$ cat src/rtl/sram_1rw_fifo_ctrl_pkg.sv
// Shared constants and types for the 1RW-SRAM-backed valid/ready FIFO controller.
// Default geometry matches the 8x512 single-port SRAM macro.
package sram_1rw_fifo_ctrl_pkg;

    function automatic int unsigned count_width(input int unsigned els);
        return $clog2(els + 1);
    endfunction

    localparam int unsigned obuf_els_lp        = 3;
    localparam int unsigned obuf_cnt_width_lp  = count_width(obuf_els_lp);

    localparam int unsigned sram_bits_lp       = 8;
    localparam int unsigned sram_words_lp      = 512;
    localparam int unsigned sram_addr_width_lp = 9;

    typedef enum logic [1:0] {
        sram_idle,
        sram_read,
        sram_write
    } sram_op_e;

endpackage

$ cat src/rtl/sram_1rw_fifo_ctrl_if.sv
// Enqueue/dequeue valid-ready handshake bundle of the SRAM FIFO controller.
// master = producer/consumer side, slave = the controller.
interface sram_1rw_fifo_ctrl_if #(
    parameter int unsigned width_p = 8
);
    logic [width_p-1:0] data_i;
    logic               v_i;
    logic               ready_o;
    logic [width_p-1:0] data_o;
    logic               v_o;
    logic               ready_i;

    modport master (
        output data_i, v_i, ready_i,
        input  ready_o, data_o, v_o
    );

    modport slave (
        input  data_i, v_i, ready_i,
        output ready_o, data_o, v_o
    );
endinterface

$ cat src/rtl/sram_1rw_fifo_ctrl_obuf.sv
// Small register FIFO holding words already read out of the SRAM.
// Circular buffer; caller guarantees no push when full and no pop when empty.
module sram_fifo_obuf
    import sram_1rw_fifo_ctrl_pkg::*;
#(
    parameter int unsigned width_p = 8
) (
    input  logic                         clk,
    input  logic                         reset,
    input  logic                         push,
    input  logic [width_p-1:0]           push_data,
    input  logic                         pop,
    output logic [width_p-1:0]           data,
    output logic [obuf_cnt_width_lp-1:0] count
);

    typedef logic [1:0] idx_t;

    logic [width_p-1:0] mem [obuf_els_lp];
    idx_t               head;
    idx_t               tail;

    function automatic idx_t idx_next(input idx_t idx);
        return (idx == idx_t'(obuf_els_lp - 1)) ? '0 : idx + 1'b1;
    endfunction

    always_ff @(posedge clk) begin
        if (push) begin
            mem[tail] <= push_data;
        end
    end

    always_ff @(posedge clk) begin
        if (reset) begin
            head  <= '0;
            tail  <= '0;
            count <= '0;
        end else begin
            if (push) begin
                tail <= idx_next(tail);
            end
            if (pop) begin
                head <= idx_next(head);
            end
            case ({push, pop})
                2'b10:   count <= count + 1'b1;
                2'b01:   count <= count - 1'b1;
                default: count <= count;
            endcase
        end
    end

    assign data = mem[head];

endmodule

$ cat src/rtl/sram_1rw_fifo_ctrl.sv
// FIFO controller that turns a single-port 1RW SRAM into a valid/ready queue,
// with a 3-entry output buffer absorbing the SRAM's one-cycle read latency.
module sram_1rw_fifo_ctrl
    import sram_1rw_fifo_ctrl_pkg::*;
#(
    parameter int unsigned width_p      = sram_bits_lp,
    parameter int unsigned els_p        = sram_words_lp,
    parameter int unsigned addr_width_p = sram_addr_width_lp
) (
    input  logic                    clk,
    input  logic                    reset,
    sram_1rw_fifo_ctrl_if.slave     fifo,
    output logic [addr_width_p-1:0] sram_addr_o,
    output logic                    sram_ce_o,
    output logic                    sram_we_o,
    output logic [width_p-1:0]      sram_wd_o,
    output logic [width_p-1:0]      sram_w_mask_o,
    input  logic [width_p-1:0]      sram_rd_i
);

    localparam int unsigned mem_cnt_width_lp = count_width(els_p);
    localparam int unsigned claim_width_lp   = obuf_cnt_width_lp + 1;

    typedef logic [addr_width_p-1:0]     addr_t;
    typedef logic [mem_cnt_width_lp-1:0] mem_cnt_t;
    typedef logic [claim_width_lp-1:0]   claim_t;

    addr_t                        wr_ptr;
    addr_t                        rd_ptr;
    mem_cnt_t                     mem_count;
    logic                         rd_pending;
    logic [obuf_cnt_width_lp-1:0] obuf_count;
    claim_t                       obuf_claim;
    logic                         read_issue;
    logic                         write_fire;
    logic                         ready;
    logic                         deq;
    sram_op_e                     op;

    function automatic addr_t ptr_next(input addr_t p);
        return (p == addr_t'(els_p - 1)) ? '0 : p + 1'b1;
    endfunction

    // Slots already owned in the output buffer, including a read still in flight.
    assign obuf_claim = claim_t'(obuf_count) + claim_t'(rd_pending);

    always_comb begin
        read_issue = 1'b0;
        ready      = 1'b0;
        write_fire = 1'b0;
        op         = sram_idle;
        if (!reset) begin
            read_issue = (mem_count != '0) && (obuf_claim < claim_t'(obuf_els_lp));
            ready      = (mem_count < mem_cnt_t'(els_p)) && !read_issue;
            write_fire = fifo.v_i && ready;
        end
        if (read_issue) begin
            op = sram_read;
        end else if (write_fire) begin
            op = sram_write;
        end
    end

    always_comb begin
        sram_addr_o = '0;
        case (op)
            sram_read:  sram_addr_o = rd_ptr;
            sram_write: sram_addr_o = wr_ptr;
            default:    sram_addr_o = '0;
        endcase
    end

    assign sram_ce_o     = (op != sram_idle);
    assign sram_we_o     = (op == sram_write);
    assign sram_wd_o     = fifo.data_i;
    assign sram_w_mask_o = '1;

    always_ff @(posedge clk) begin
        if (reset) begin
            wr_ptr     <= '0;
            rd_ptr     <= '0;
            mem_count  <= '0;
            rd_pending <= 1'b0;
        end else begin
            rd_pending <= read_issue;
            if (write_fire) begin
                wr_ptr <= ptr_next(wr_ptr);
            end
            if (read_issue) begin
                rd_ptr <= ptr_next(rd_ptr);
            end
            case ({write_fire, read_issue})
                2'b10:   mem_count <= mem_count + 1'b1;
                2'b01:   mem_count <= mem_count - 1'b1;
                default: mem_count <= mem_count;
            endcase
        end
    end

    assign deq = fifo.v_o && fifo.ready_i;

    sram_fifo_obuf #(
        .width_p(width_p)
    ) obuf (
        .clk      (clk),
        .reset    (reset),
        .push     (rd_pending),
        .push_data(sram_rd_i),
        .pop      (deq),
        .data     (fifo.data_o),
        .count    (obuf_count)
    );

    assign fifo.v_o     = (obuf_count != '0);
    assign fifo.ready_o = ready;

endmodule

$ cat src/flat_wrapper.sv
// flat-port wrapper written by rule: the top's interface ports become plain ports
module sram_1rw_fifo_ctrl_flat import sram_1rw_fifo_ctrl_pkg::*;
#(
    parameter int unsigned width_p      = sram_bits_lp,
    parameter int unsigned els_p        = sram_words_lp,
    parameter int unsigned addr_width_p = sram_addr_width_lp
)
  (clk, reset, sram_addr_o, sram_ce_o, sram_we_o, sram_wd_o, sram_w_mask_o, sram_rd_i, fifo_data_i, fifo_v_i, fifo_ready_i, fifo_ready_o, fifo_data_o, fifo_v_o);
  sram_1rw_fifo_ctrl_if #(.width_p(width_p)) fifo_i ();
  input  logic clk;
  input  logic reset;
  output logic [addr_width_p-1:0] sram_addr_o;
  output logic sram_ce_o;
  output logic sram_we_o;
  output logic [width_p-1:0] sram_wd_o;
  output logic [width_p-1:0] sram_w_mask_o;
  input  logic [width_p-1:0] sram_rd_i;
  input wire logic [$bits(fifo_i.data_i)-1:0] fifo_data_i;
  input wire logic [$bits(fifo_i.v_i)-1:0] fifo_v_i;
  input wire logic [$bits(fifo_i.ready_i)-1:0] fifo_ready_i;
  output wire logic [$bits(fifo_i.ready_o)-1:0] fifo_ready_o;
  output wire logic [$bits(fifo_i.data_o)-1:0] fifo_data_o;
  output wire logic [$bits(fifo_i.v_o)-1:0] fifo_v_o;
  assign fifo_i.data_i = fifo_data_i;
  assign fifo_i.v_i = fifo_v_i;
  assign fifo_i.ready_i = fifo_ready_i;
  assign fifo_ready_o = fifo_i.ready_o;
  assign fifo_data_o = fifo_i.data_o;
  assign fifo_v_o = fifo_i.v_o;
  sram_1rw_fifo_ctrl #(.width_p(width_p), .els_p(els_p), .addr_width_p(addr_width_p)) u_core (.clk(clk), .reset(reset), .fifo(fifo_i), .sram_addr_o(sram_addr_o), .sram_ce_o(sram_ce_o), .sram_we_o(sram_we_o), .sram_wd_o(sram_wd_o), .sram_w_mask_o(sram_w_mask_o), .sram_rd_i(sram_rd_i));
endmodule
$ cat config.mk
export PLATFORM = sky130hd
export DESIGN_NAME = sram_1rw_fifo_ctrl_flat
export DESIGN_NICKNAME = d
export VERILOG_FILES = /design/src/rtl/sram_1rw_fifo_ctrl_pkg.sv /design/src/rtl/sram_1rw_fifo_ctrl_if.sv /design/src/rtl/sram_1rw_fifo_ctrl_obuf.sv /design/src/rtl/sram_1rw_fifo_ctrl.sv /design/src/flat_wrapper.sv
export SDC_FILE = /design/constraint.sdc
export NUM_CORES = 1
export LEC_CHECK = 0
export CAP_MARGIN = 20
export CELL_PAD_IN_SITES_DETAIL_PLACEMENT = 0
export CELL_PAD_IN_SITES_GLOBAL_PLACEMENT = 1
export CORE_MARGIN = 2
export CORE_UTILIZATION = 35
export CTS_BUF_LIST = sky130_fd_sc_hd__clkbuf_8 sky130_fd_sc_hd__clkbuf_16
export CTS_CLUSTER_DIAMETER = 40
export CTS_CLUSTER_SIZE = 28
export DETAILED_ROUTE_END_ITERATION = 16
export PLACE_DENSITY = 0.79
export SYNTH_ARGS = -nofsm -noshare
export SYNTH_HDL_FRONTEND = slang
export SYNTH_SLANG_ARGS = --single-unit
export TNS_END_PERCENT = 1
$ cat constraint.sdc
create_clock -name clk -period 9.7 [get_ports clk]
set_input_delay 1.94 -clock clk [delete_from_list [all_inputs] [get_ports clk]]
set_output_delay 1.94 -clock clk [all_outputs]
set_load 0.01 [all_outputs]
* After elaboration in Yosys (flattened, before gate mapping)
Memories as Yosys holds them, arrays and structs flattened. A register that Yosys moved wholly into a read port is not among the register bits. Index checks and enable logic that the tools add are counted.
Operators by class: mux-type cells 16, add/sub/neg operators 9, magnitude comparators 2, reductions and logical operators 10, equal/unequal tests 10
Operators with widths (count):
- 10-bit one-hot mux with 2 select lines | 1
- 9-bit by 1-bit adder with 9-bit output (second input constant) | 2
- 9-bit equality test (second input constant) | 2
- 9-bit two-way mux | 2
- 9-bit one-hot mux with 2 select lines | 1
- 2-bit two-way mux | 6
- 10-bit by 1-bit adder with 10-bit output (second input constant) | 1
- 2-bit equality test (second input constant) | 5
- 10-bit < comparator (second input constant) | 1
- 10-bit nonzero test | 1
- 10-bit by 1-bit subtractor with 10-bit output (second input constant) | 1
- 2-bit nonzero test | 4
- 2-bit by 1-bit adder with 2-bit output (second input constant) | 3
- 2-bit by 1-bit equality test with 1-bit output (second input constant) | 3
- 1-bit two-way mux | 5
- 1-bit logical AND | 4
- 2-bit one-hot mux with 2 select lines | 1
- 2-bit by 1-bit adder with 3-bit output | 1
- 3-bit by 2-bit < comparator with 1-bit output (second input constant) | 1
- 2-bit by 1-bit subtractor with 2-bit output (second input constant) | 1
- 1-bit logical NOT | 1
Storage, ports and cells: bits in registers 35, memory bits (writable) 24, memories kept 1
Memory list:
- u_core.obuf.mem | depth 3, bits a word 8, rd ports 1, clocked after memory_dff 1, write ports 1, line sram_1rw_fifo_ctrl_obuf.sv:19 | logic [width_p-1:0] mem [obuf_els_lp];

* Longest topological paths before layout
depth in word-level cells 11, gate-level depth with buffers 13

* By module
From an unflattened synthesis, not the netlist that was laid out.
Second synthesis, totals: cell total of the unflattened synthesis 351, area total of the unflattened synthesis 3289.4 µm²
By module, submodules not included:
- sram_1rw_fifo_ctrl | instances 1, area an instance 2113.3 µm², sequential area each 580.6 µm², cells each 270
- sram_fifo_obuf | instances 1, area an instance 1176.1 µm², sequential area each 880.8 µm², cells each 81

* Worst setup path after synthesis
OpenSTA, ideal clock, no wires.
kind input -> output, start input reset, end output sram_addr_o[0], arrival 3.301 ns, buffers on the path 3, stages 8, setup slack 4.459 ns, required time 7.760 ns, cell sequence clkbuf_1 > nor2_1 > clkbuf_1 > inv_1 > ha_1 > clkbuf_1 > a22oi_1 > nor2_1
RTL lines:
- start, declared | line flat_wrapper.sv:11 | input logic reset;
- 1-bit two-way mux | line sram_1rw_fifo_ctrl.sv:52 | if (!reset) begin
- named net u_core.read_issue | line sram_1rw_fifo_ctrl.sv:34 | logic read_issue;
- 2-bit two-way mux | line sram_1rw_fifo_ctrl.sv:57 | if (read_issue) begin
- 2-bit equality test
- named net sram_we_o | line flat_wrapper.sv:14 | output logic sram_we_o;
- 9-bit one-hot mux with 2 select lines | line sram_1rw_fifo_ctrl.sv:66 | case (op)
- end, declared | line flat_wrapper.sv:12 | output logic [addr_width_p-1:0] sram_addr_o;
The timed path passes the listed nets, and every way through them passes these cells.

* Worst setup path in the final report
start input reset, end output sram_addr_o[2]
On the way: cells in the longest elaborated chain, start to end 5
RTL lines:
- 1-bit two-way mux * | line sram_1rw_fifo_ctrl.sv:52
- named net u_core.write_fire | line sram_1rw_fifo_ctrl.sv:35 | logic write_fire;
- 2-bit two-way mux * | line sram_1rw_fifo_ctrl.sv:59 | end else if (write_fire) begin
- 2-bit two-way mux * | line sram_1rw_fifo_ctrl.sv:57
- 2-bit equality test or 2-bit by 1-bit equality test with 1-bit output (tied branches) | line sram_1rw_fifo_ctrl.sv:66
- 9-bit one-hot mux with 2 select lines * | line sram_1rw_fifo_ctrl.sv:66
Mark *: on every way through the listed nets, which the timed path passes. The rest lies on a longest branch.

==> flow_metrics.py <==
metrics = {
    "status": {
        "status": "complete, no violations",
    },
    "power": {
        "power.density_nw_per_um2": 277.3,
        "p_comb_share_pct": 39.9,
        "power.leakage_nw": 1.395,
        "peakVddDrop_uv": 145.6,
        "power_switching_mw": 0.3787,
        "p_clk_share_pct": 25.8,
        "switching_share_pct": 36.09,
        "seq_power_share_pct": 34.3,
        "report.power.total_mw": 1.050,
        "p_int_mw": 0.6708,
    },
    "grt": {
        "first_global_vias": 2392,
        "grt-busiest-layer": "met2",
        "grt_pass1_wl_um": 11210,
        "grt_start_max_net_pins": 37,
        "grt_overflow_total": 0,
        "met1_usage_pct": 18.53,
        "use_met3_pct": 4.248,
        "grt_use_met2_pct": 22.25,
        "grtUsageTotal_pct": 13.95,
        "grt_antenna_before_repair": 0,
    },
    "cts": {
        "post_cts_resized": 0,
        "postCtsHoldBufs": 0,
        "postCtsSetupRepairBufs": 0,
        "cts_max_level": 3,
        "cts_made_buffers": 9,
        "cts_buffer_depth": 2,
        "cts_root_buffer": "clkbuf_8",
        "cts.sinks": 61,
        "clk-insertion-delay-late_ns": 0.34,
        "clk_pin_slew_ns": 0.07,
        "cts_tree": "yes",
    },
    "yosys": {
        "synth_seq_cells": 61,
        "synth_top_area_share_pct": 22.97,
        "synth_cell_types": 50,
        "seq_area_frac_synth_pct": 45.32,
        "netlist_area_um2": 3224,
        "async_flop_share_pct": 0,
        "yosys.area.top_type": "dfxtp_1",
        "yosysWarnings": 0,
        "netlist_instances": 341,
        "synth-edff-count": 24,
        "synth_area_leaders": "dfxtp_1, edfxtp_1, ha_1",
        "ys.flop_type": "dfxtp_1",
        "avgSynthCellArea_um2": 9.456,
    },
    "final_layout": {
        "seqCellArea_um2": 1461,
        "areaGrowthSynthToFinish_pct": 17.38,
        "diodes": 0,
        "drive_above_1_share_pct": 6.267,
        "nFillCells": 891,
        "final_common_cell": "dfxtp_1",
        "final_core_util_pct": 41.55,
        "final_net_count": 401,
        "multiInputGateArea_um2": 1568,
        "layout_common_cells": "dfxtp_1, nor2_1, clkdlybuf4s50_1",
    },
    "placed_design": {
        "place.gp.congestion": 0.8311,
        "pre_cts_ws_ns": 3.231,
        "hpwlAfterDp_um": 4612,
        "buffer_ports.inserted": 32,
    },
    "route": {
        "routedWlPerCell_um": 13.70,
        "drt_iter0_drc": 111,
        "drc": 0,
        "vias": 2485,
        "drtAntennaViolNets": 0,
        "dr.pass1.iters": 6,
        "drt-total-wl_um": 6550,
        "vias_per_cell": 5.199,
    },
    "die": {
        "num_rows": 35,
        "design.core.area_um2": 9109,
        "dieArea_um2": 9996,
        "io_pins": 57,
        "die_height_um": 99.98,
        "die_w_um": 99.98,
        "initial_core_util_pct": 35.40,
    },
    "worst_setup_path": {
        "worstSetupPathType": "in2out",
        "crit_start": "reset",
        "crit_path_start_kind": "input pin",
        "cp.required_ns": 7.76,
        "crit_fanout": 36,
        "r2r_start": "u_core.mem_count[0]",
        "worstPathArrival_ns": 4.54,
        "cp-end-kind": "primary output",
    },
    "sta": {
        "clock_skew_ns": 0.005744,
        "final-setup-viol-count": 0,
        "hold-worst-slack_ns": 0.4917,
        "rsz0062_at_grt": "false",
        "setup_tns_ns": 0,
        "setup_slack_ns": 3.221,
        "maxSlewHeadroom_pct": 49.44,
        "hold_violations": 0,
        "fin_crit_ns": 6.479,
        "worstMarginPinSlew_ns": 0.7558,
        "fmax_ghz": 0.1543,
        "period_share_pct": 66.80,
        "drv_slew": 0,
    },
    "run": {
        "drv_cap": 0,
    },
    "hold_path": {
        "min_path_type": "reg2reg",
        "worstHoldStart": "u_core.rd_ptr[8]",
    },
}
[flip-flops by register name, indices dropped and copies added (netlist names), named ones only]
signal	cells
u_core.mem_count	10
u_core.rd_pending	1
u_core.obuf.tail	2
u_core.obuf.count	2
u_core.wr_ptr	9
u_core.obuf.mem	24
u_core.obuf.head	2
u_core.rd_ptr	9
[metal layers]
layer  vias up  wire [um]
met5         -          0
met4         0         47
met3         4        246
met2        47       2991
met1      1176       3265
li1       1258          -
[path summary, 6_finish.rpt]
path	to	slack (ns)	cells after the start
setup / recovery	sram_addr_o[2]	3.22	9
hold / removal	u_core.rd_ptr[8]	0.49	2
setup reg to reg	u_core.mem_count[9]	5.23	10
hold reg to reg	u_core.rd_ptr[8]	0.49	2
[power groups by stage]
| stage | Clock, mW | Combinational [mW] | Sequential [mW] |
|---|---|---|---|
| 4_1_cts | 0.277 | 0.423 | 0.360 |
| 5_1_grt | 0.288 | 0.476 | 0.367 |
| 6_report | 0.271 | 0.419 | 0.360 |
| 3_5_place_dp | 0 | 0.420 | 0.365 |
| 3_3_place_gp | 0 | 0.414 | 0.364 |
| 2_1_floorplan | 0 | 0.317 | 0.347 |
[final cells by class]
class	instances	share of cell area, %
Sequential cell	61	38.61
Timing Repair Buffer	34	8.793
Tap cell	111	3.669
Clock buffer	9	3.273
Multi-Input combinational cell	244	41.42
Clock inverter	7	3.041
Inverter	12	1.190
[synthesized netlist by cell type (all sizes together), types with 2 or more instances]
library cell,instances
a21oi,28
nor3b,3
a22oi,9
and3,6
nand3b,8
inv,11
clkbuf,15
mux2i,11
or4,9
edfxtp,24
nand2b,2
buf,16
a211oi,4
a21o,3
nor2b,3
ha,18
nor2,33
dfxtp,37
o21ai,26
nor3,7
nand2,26
a31oi,5
or3,2
nand3,8
xnor2,5
[worst max-delay path: stages]
cell	delay (ns)
clkdlybuf4s50_1	0.39
buf_4	0.24
nor2_1	0.19
nand3_2	0.31
clkinv_1	0.19
ha_1	0.38
a22oi_1	0.16
nor2_1	0.15
clkdlybuf4s50_1	0.56
[kinds of logic after synthesis]
family | count (synthesis) | synth area share [%]
other cells | 1 | 0.1163
flops | 61 | 45.32
buf+inv | 43 | 6.868
xor+xnor | 6 | 1.630
mux | 12 | 3.764
compound gates | 87 | 16.88
fa+ha+maj | 19 | 7.606
simple gates | 112 | 17.81
[stage by stage]
stage          instance area, um2  cells
6_report                     3785    478
5_1_grt                      3785    478
4_1_cts                      3785    478
3_5_place_dp                 3546    462
3_3_place_gp                 3541    461
2_1_floorplan                3251    348
Note: power is estimated with default switching activity, not from simulation.
